File: src/rtl/monitor_output_collector.sv
// Record FIFO behind the monitor: captures {values, aktv mask, timestamp} whenever any aktv
// bit is set and streams records out over valid/ready. OUTCOL_TS_EN builds the timestamp path.
module monitor_output_collector #(
  parameter int NUM_OUT = 4,
  parameter int DATA_W  = 64,
  parameter int DEPTH   = 8,
  parameter int TS_W    = 32
) (
  input  logic                      clk,
  input  logic                      rst,
  input  logic                      en,
  input  logic [NUM_OUT*DATA_W-1:0] mon_data,
  input  logic [NUM_OUT-1:0]        mon_aktv,
  output logic                      rec_valid,
  input  logic                      rec_ready,
  output logic [NUM_OUT*DATA_W-1:0] rec_data,
  output logic [NUM_OUT-1:0]        rec_aktv,
  output logic [TS_W-1:0]           rec_ts,
  output logic [$clog2(DEPTH):0]    level,
  output logic                      overflow,
  output logic [15:0]               drop_cnt,
  input  logic                      clr_ovf
);
  localparam int AW = $clog2(DEPTH);
  localparam logic [AW:0] FULL_LVL = (AW+1)'(DEPTH);
  localparam logic [AW:0] PTR_ONE  = (AW+1)'(1);

  logic [AW:0] wr_ptr, rd_ptr;
  logic [NUM_OUT*DATA_W-1:0] mem_data [DEPTH];
  logic [NUM_OUT-1:0]        mem_aktv [DEPTH];
  logic capture, pop, push, drop, full;

  assign level     = wr_ptr - rd_ptr;
  assign full      = (level == FULL_LVL);
  assign rec_valid = (level != '0);
  assign pop       = rec_valid & rec_ready;
  assign capture   = en & (|mon_aktv);
  // A pop in the same cycle frees the slot, so a full FIFO still accepts.
  assign push      = capture & (~full | pop);
  assign drop      = capture & full & ~pop;

  assign rec_data = mem_data[rd_ptr[AW-1:0]];
  assign rec_aktv = mem_aktv[rd_ptr[AW-1:0]];

  always_ff @(posedge clk or posedge rst) begin
    if (rst) begin
      wr_ptr <= '0;
      rd_ptr <= '0;
      for (int i = 0; i < DEPTH; i++) begin
        mem_data[i] <= '0;
        mem_aktv[i] <= '0;
      end
    end else begin
      if (push) begin
        mem_data[wr_ptr[AW-1:0]] <= mon_data;
        mem_aktv[wr_ptr[AW-1:0]] <= mon_aktv;
        wr_ptr <= wr_ptr + PTR_ONE;
      end
      if (pop) rd_ptr <= rd_ptr + PTR_ONE;
    end
  end

  // A drop in the same cycle as clr_ovf restarts the count at one.
  always_ff @(posedge clk or posedge rst) begin
    if (rst) begin
      overflow <= 1'b0;
      drop_cnt <= '0;
    end else if (drop) begin
      overflow <= 1'b1;
      if (clr_ovf)                 drop_cnt <= 16'd1;
      else if (drop_cnt != 16'hFFFF) drop_cnt <= drop_cnt + 16'd1;
    end else if (clr_ovf) begin
      overflow <= 1'b0;
      drop_cnt <= '0;
    end
  end

`ifdef OUTCOL_TS_EN
  logic [TS_W-1:0] ts_cnt;
  logic [TS_W-1:0] mem_ts [DEPTH];

  always_ff @(posedge clk or posedge rst) begin
    if (rst) begin
      ts_cnt <= '0;
      for (int i = 0; i < DEPTH; i++) mem_ts[i] <= '0;
    end else begin
      if (en)   ts_cnt <= ts_cnt + TS_W'(1);
      if (push) mem_ts[wr_ptr[AW-1:0]] <= ts_cnt;
    end
  end

  assign rec_ts = mem_ts[rd_ptr[AW-1:0]];
`else
  assign rec_ts = '0;
`endif

endmodule

File: config.mk
export PLATFORM = sky130hd
export DESIGN_NAME = monitor_output_collector
export DESIGN_NICKNAME = d
export VERILOG_FILES = /design/src/rtl/monitor_output_collector.sv
export SDC_FILE = /design/constraint.sdc
export NUM_CORES = 2
export LEC_CHECK = 0
export ABC_AREA = 1
export CAP_MARGIN = 5
export CORE_ASPECT_RATIO = 0.5
export CORE_MARGIN = 2
export CORE_UTILIZATION = 50
export DETAILED_ROUTE_END_ITERATION = 7
export PLACE_DENSITY = 0.68
export SLEW_MARGIN = 5
export SYNTH_ARGS = -nofsm -noshare
export SYNTH_HDL_FRONTEND = slang
export SYNTH_SLANG_ARGS = --single-unit
File: constraint.sdc
create_clock -name clk -period 76.5 [get_ports clk]
set_input_delay 15.3 -clock clk [delete_from_list [all_inputs] [get_ports clk]]
set_output_delay 15.3 -clock clk [all_outputs]
set_load 0.02 [all_outputs]
# Yosys cells after proc, flatten, opt, wreduce, memory -nomap -nowiden

Index checks and enable logic that the tools add are counted.

Register bits after elaboration: 2105
Input bits: 265
Output and inout port bits: 314

Multiplexer cells: 18
Magnitude comparators: 3
Reductions and logical operators: 6
$add $sub $neg: 4
Bitwise logic cells: 10
Equal/unequal tests: 2

Operators with widths:

| operator              | number |
|---|---|
| $bwmux 2048           | 1 |
| $bmux 256 s3          | 1 |
| $demux 256 s3         | 1 |
| $mux 256              | 3 |
| $mux 16               | 4 |
| $bwmux 32             | 1 |
| $add 16x1->16 const B | 1 |
| $ne 16x16->1 const B  | 1 |
| $bmux 4 s3            | 1 |
| $demux 4 s3           | 1 |
| $mux 4                | 3 |
| $add 4x1->4 const B   | 2 |
| $ge 4x4->1 const B    | 2 |
| $not 3->4             | 2 |
| $and 1x1->1           | 5 |
| $eq 4x4->1 const B    | 1 |
| $lt 4x1->1 const B    | 1 |
| $reduce_bool 2->1     | 2 |
| $reduce_bool 4->1     | 1 |
| $reduce_or 4->1       | 1 |
| $sub 4x4->4           | 1 |
| $mux 1                | 2 |
| $not 1->1             | 2 |
| $reduce_and 2->1      | 1 |
| other kinds (2)       | 2 |

# Logic depth before layout (Yosys ltp)

Word-level depth: 7
Gate-level depth with buffers: 19
Gate-level depth less buffers: 14

# Worst setup path before layout

Ideal clock, no wire load.

Path type: register to output
From: register rd_ptr[1]
To: output port rec_valid
Stages on the path, launching flop included: 8
Arrival time: 2182 ps
Setup slack: 59018 ps
Data required time: 61200 ps
Path buffers: 3
Cell sequence: dfrtp_1 -> clkbuf_1 -> inv_2 -> clkbuf_1 -> clkbuf_1 -> fa_1 -> nor2_1 -> nand3_1

Longest elaborated chain between the ends: 2

RTL lines:

| element                | line | source |
|---|---|---|
| from (decl)            | 28   | `logic [AW:0] wr_ptr, rd_ptr;` |
| from (signal assigned) | 59   | `if (pop) rd_ptr <= rd_ptr + PTR_ONE;` |
| $sub 4x4->4            | 33   | `assign level = wr_ptr - rd_ptr;` |
| named net level[1]     | 19   | `output logic [$clog2(DEPTH):0] level,` |
| $reduce_bool 4->1      | 35   | `assign rec_valid = (level != '0);` |
| to (decl)              | 14   | `output logic rec_valid,` |

The timed path passes the listed nets, and every way through them passes these cells.

==> results by stage <==
Outcome:
- The flow ran to the end, and the final reports show no timing, DRC or antenna violations.

Hold path:
- The path type of the worst min-delay path is flip-flop to flip-flop.

Drt:
- The detailed-route DRC error count is 0.
- The number of detailed-routing iterations run before antenna repair is 6.
- The per-cell routed wire length is 21.7 µm.
- The detailed router placed 91,400 vias in this run.
- For this block, the routed nets add up to 342,000 µm of wire.
- Once detail routing completed, the nets flagged for antenna violations numbered 0.
- The starting DRC count in detailed routing is 10,700.
- The via-per-instance ratio is 5.80.

Power:
- The power per standard cell area is 49.2 nW/µm².
- In this run the static leakage power is 56.8 nW.
- VDD sags by at most 0.0568 mV.

Setup path:
- The startpoint kind of the worst setup timing path is a primary input.
- The number of stages on the worst setup path is 10.
- The end of the worst register-to-register path is mem_data[842]$_DFFE_PP0P_.
- The cell depth of the worst flop-to-flop path is 16.
- In this run the worst setup path terminates at mem_data[1249]$_DFFE_PP0P_.
- Tracing the worst setup path back leads to its startpoint at rst.
- In this design, the stage delay of the slowest critical-path cell is 820 ps.
- STA classifies the critical path endpoint as an async pin.
- Data on the critical path is required at its endpoint by 77,350 ps.
- In this run the critical register-to-register path is launched from rd_ptr[1]$_DFFE_PP0P_.
- The critical path goes through clkdlybuf4s50_1 > inv_8 > buf_12 > buf_4 > buf_4 > buf_4 > buf_4 > buf_4 > buf_4 > buf_4.
- The highest net fanout along the worst path is 134.
- The critical path arrival is 22,920 ps.
- The reg2reg setup slack is 68,520 ps.
- The dominant delay contributor by cell family on the critical path is buffers and inverters.
- The number of buffer and inverter stages on the critical path is 10.
- Among the stages of the critical path, the cell type that occurs most often is sky130_fd_sc_hd__buf_4.
- The master of the slowest instance on the critical path is sky130_fd_sc_hd__buf_4.
- The start-to-end type of the worst setup path is primary input to async pin.

Floorplan:
- Measured along the x axis, the die boundary spans 641 µm.
- The starting density of the core is 0.505.
- After floorplanning, the core was sized to cover 201,000 µm².
- The floorplan step set the die height to 322 µm.
- The die covers 207,000 µm².
- In this run the core area contains 116 standard-cell rows.
- The number of I/O pins is 579.

Logic synthesis:
- The number of different library cells used by synthesis comes to 34.
- The fraction of the yosys area taken by sequential cells is 0.520.
- The proportion of netlist area held by the largest area contributor is 0.520.
- The cell type contributing the most total cell area after synthesis is sky130_fd_sc_hd__dfrtp_1.
- After technology mapping, the gate count stands at 13,300.
- Summing every instance area after synthesis gives 101,000 µm².
- The dominant register cell in the synthesized netlist is sky130_fd_sc_hd__dfrtp_1.
- The proportion of synthesized flip-flops having asynchronous set or reset is 1.00.
- The count of warnings emitted by yosys is 0.
- The average size of a mapped cell is 7.62 µm².
- Counting flops and latches in the post-synthesis netlist gives 2,105.
- Ranked by total cell area, the synthesized netlist is headed by sky130_fd_sc_hd__dfrtp_1, sky130_fd_sc_hd__nand2_1, sky130_fd_sc_hd__nand3_1.
- The number of enable-type register cells in the synthesized netlist is 0.

STA:
- On the final layout, the worst hold slack is 463 ps.
- The final number of hold-violating endpoints is 0.
- Setup repair after global routing left no endpoint under its margin.
- Summed over all failing endpoints, the final setup total negative slack is 0 ps.
- The setup-violating endpoint count in the final report is 0.
- The part of the cycle the worst path needs is 0.288.
- At the pin with the least slew margin, the transition time is 1320 ps.
- The fmax is 45.3 MHz.
- In this run the tightest slew margin relative to its limit is 0.117.
- The total count of max-transition violations in the final report is 0.
- The clock skew is 41.8 ps.
- The post-route minimum period is 22,060 ps.

Clocking:
- In this run the deepest clock path goes through 4 buffers.
- The number of buffers added by the clock tree synthesis step is 199.
- The clock insertion delay at the later pin of the skew report is 850 ps.
- TritonCTS built the clock tree.
- The tree built by TritonCTS fans out to 2,105 sinks.
- The H-tree was split into 4 levels.
- The clock slew seen by the registers of the worst setup and hold paths is 60 ps.
- The cell sitting at the root of the clock tree is a sky130_fd_sc_hd__clkbuf_16.
- The post-CTS resize count is 0.
- The quantity of hold-fixing buffers added after cts is 0.
- Buffers added to address setup during post-CTS repair amount to 0.

Final layout:
- The fraction of final layout cells with drive strength greater than 1 is 0.0355.
- The share of the core filled with cells is 0.558.
- From synthesis to final layout, the design area changed by 10.4%.
- The net count of the finished layout is 13,100.
- Fill cells in the final layout number 18,700.

Global route:
- For this run, the total global-route usage over all layers was measured as 0.326.
- Global routing finished with a remaining overflow of 0.
- The number of antenna violations at the first check in global routing was 55.
- The layer flagged by global routing as most heavily used is met2.
- For this run, global-route usage on met1 was measured as 0.457.
- The pin count of the biggest net entering global routing is 247.
- For this run, global-route usage on met3 was measured as 0.0482.
- The global routing usage on met2 is 0.512.
- The via count of the first global-routing pass is 87,900.
- The global-route wire length before repair is 529,000 µm.

Place:
- Summed over all nets, the half-perimeter wirelength after detailed placement is 165,000 µm.
- The placer congestion estimate is 0.809.
- During placement, the flow inserted port buffers numbering 546.

Job:
- The number of max-capacitance violations reported is 0.
[per-stage QoR]
stage | instance area (µm²) | power, W | setup slack [ps] | std cells
2_1_floorplan | 101000 | 0.00352 | 1730 | 13300
3_3_place_gp | 105000 | 0.00439 | 53310 | 15400
3_5_place_dp | 105000 | 0.00444 | 53300 | 15400
4_1_cts | 112000 | 0.00549 | 54230 | 15700
5_1_grt | 112000 | 0.00586 | 53350 | 15800
6_report | 112000 | 0.00551 | 54440 | 15800
[synthesized netlist by cell type (3+ instances only)]
library cell and count:
sky130_fd_sc_hd__buf_6 47, sky130_fd_sc_hd__nor2_2 6, sky130_fd_sc_hd__nor3_1 5, sky130_fd_sc_hd__buf_4 121, sky130_fd_sc_hd__buf_1 40, sky130_fd_sc_hd__buf_8 4, sky130_fd_sc_hd__xor2_1 8, sky130_fd_sc_hd__xnor2_1 5
sky130_fd_sc_hd__dfrtp_1 2105, sky130_fd_sc_hd__o22ai_1 521, sky130_fd_sc_hd__nor2_1 1064, sky130_fd_sc_hd__nand3_1 1842, sky130_fd_sc_hd__nand4_1 4, sky130_fd_sc_hd__clkbuf_2 256, sky130_fd_sc_hd__nand2_1 5293, sky130_fd_sc_hd__ha_1 6
sky130_fd_sc_hd__nand2_4 7, sky130_fd_sc_hd__clkbuf_1 606, sky130_fd_sc_hd__buf_2 275, sky130_fd_sc_hd__o21ai_0 1044, sky130_fd_sc_hd__inv_2 3, sky130_fd_sc_hd__inv_1 20
[worst min path at each step]
stage	end	cells past startpoint	from	slack, ps
floorplan	mem_aktv[20]$_DFFE_PP0P_	2	mem_aktv[20]$_DFFE_PP0P_	440
global placement	mem_data[539]$_DFFE_PP0P_	2	mem_data[539]$_DFFE_PP0P_	450
detailed placement	mem_data[710]$_DFFE_PP0P_	2	mem_data[710]$_DFFE_PP0P_	450
CTS	mem_data[1613]$_DFFE_PP0P_	2	mem_data[1613]$_DFFE_PP0P_	470
global route	mem_data[1770]$_DFFE_PP0P_	2	mem_data[1770]$_DFFE_PP0P_	480
finish	mem_data[1613]$_DFFE_PP0P_	2	mem_data[1613]$_DFFE_PP0P_	460
[cells by family (layout without fill, tap and decap cells)]
| group | count (synthesis) | count (layout) | synth area share |
|---|---|---|---|
| adder cells (fa/ha/maj) | 7 | 7 | 0.000938 |
| flip-flops | 2105 | 2105 | 0.520 |
| other | 1 | 77 | 0.0000370 |
| AO/OA/AOI/OAI | 1569 | 1569 | 0.0839 |
| AND/OR/NAND/NOR | 8228 | 8228 | 0.328 |
| buffers and inverters | 1375 | 1049 | 0.0659 |
| XOR/XNOR | 13 | 13 | 0.00112 |
[flip-flops by register name, summed over array words and instances, names as in the netlist]
register,cells
overflow,1
mem_aktv,32
wr_ptr,4
drop_cnt,16
rd_ptr,4
mem_data,2048
[layer usage]
metal | routed length (µm) | up-vias
met5 | 99 | -
met4 | 12700 | 14
met3 | 29500 | 653
met2 | 157000 | 4245
met1 | 143000 | 44500
li1 | - | 42000
[where the power goes]
group          internal (W)  total, W  switching (W)  leakage, nW
registers           0.00160   0.00186       0.000261         26.6
clock network      0.000597   0.00105       0.000449         3.30
logic              0.000844   0.00260        0.00175         26.9
total               0.00304   0.00551        0.00246         56.8
[final cells by class]
cell class              instances  area [µm²]  share of cell area
clock inverters                56         805             0.00719
diodes                         45         113             0.00101
repair buffers                675        6710              0.0599
inverters                      26         151             0.00135
well taps                    2714        3400              0.0303
multi-input cells            9849       42200               0.377
flip-flops and latches       2105       52700               0.471
clock buffers                 292        5860              0.0524
[cell usage in the layout (no fill, tap or decap), types with 4 or more instances in the layout]
cell                              Yosys  layout
sky130_fd_sc_hd__nand2_8              0       6
sky130_fd_sc_hd__buf_12               0      22
sky130_fd_sc_hd__clkdlybuf4s50_1      0     546
sky130_fd_sc_hd__nand2_1           5293    5292
sky130_fd_sc_hd__nor2_1            1064    1063
sky130_fd_sc_hd__nand4_1              4       4
sky130_fd_sc_hd__clkinv_2             0      29
sky130_fd_sc_hd__nor3_1               5       5
sky130_fd_sc_hd__clkbuf_16            0     203
sky130_fd_sc_hd__ha_1                 6       6
sky130_fd_sc_hd__buf_4              121     107
sky130_fd_sc_hd__diode_2              0      45
sky130_fd_sc_hd__inv_1               20      19
sky130_fd_sc_hd__dfrtp_1           2105    2102
sky130_fd_sc_hd__inv_8                0       5
sky130_fd_sc_hd__xnor2_1              5       5
sky130_fd_sc_hd__o22ai_1            521     521
sky130_fd_sc_hd__clkbuf_8             0      45
sky130_fd_sc_hd__inv_6                0       4
sky130_fd_sc_hd__nor2_4               1       8
sky130_fd_sc_hd__nand3_1           1842    1842
sky130_fd_sc_hd__clkbuf_1           606      44
sky130_fd_sc_hd__bufinv_16            0      20
sky130_fd_sc_hd__conb_1               1      32
sky130_fd_sc_hd__o21ai_0           1044    1044
sky130_fd_sc_hd__xor2_1               8       8
[worst reg2reg max path, cell delays in order, from the launching register on]
cell	delay (ps)
sky130_fd_sc_hd__dfrtp_4	660
sky130_fd_sc_hd__inv_8	800
sky130_fd_sc_hd__buf_4	930
sky130_fd_sc_hd__ha_1	420
sky130_fd_sc_hd__nand3_1	100
sky130_fd_sc_hd__nand2_1	70
sky130_fd_sc_hd__nand2_1	70
sky130_fd_sc_hd__nand2_2	110
sky130_fd_sc_hd__nand2_2	110
sky130_fd_sc_hd__nand2_4	120
sky130_fd_sc_hd__inv_16	390
sky130_fd_sc_hd__buf_4	1200
sky130_fd_sc_hd__buf_4	790
sky130_fd_sc_hd__buf_12	660
sky130_fd_sc_hd__buf_4	1140
sky130_fd_sc_hd__nand3_1	220
sky130_fd_sc_hd__nand2_1	120
No activity file was read; power rests on OpenSTA's default activity.
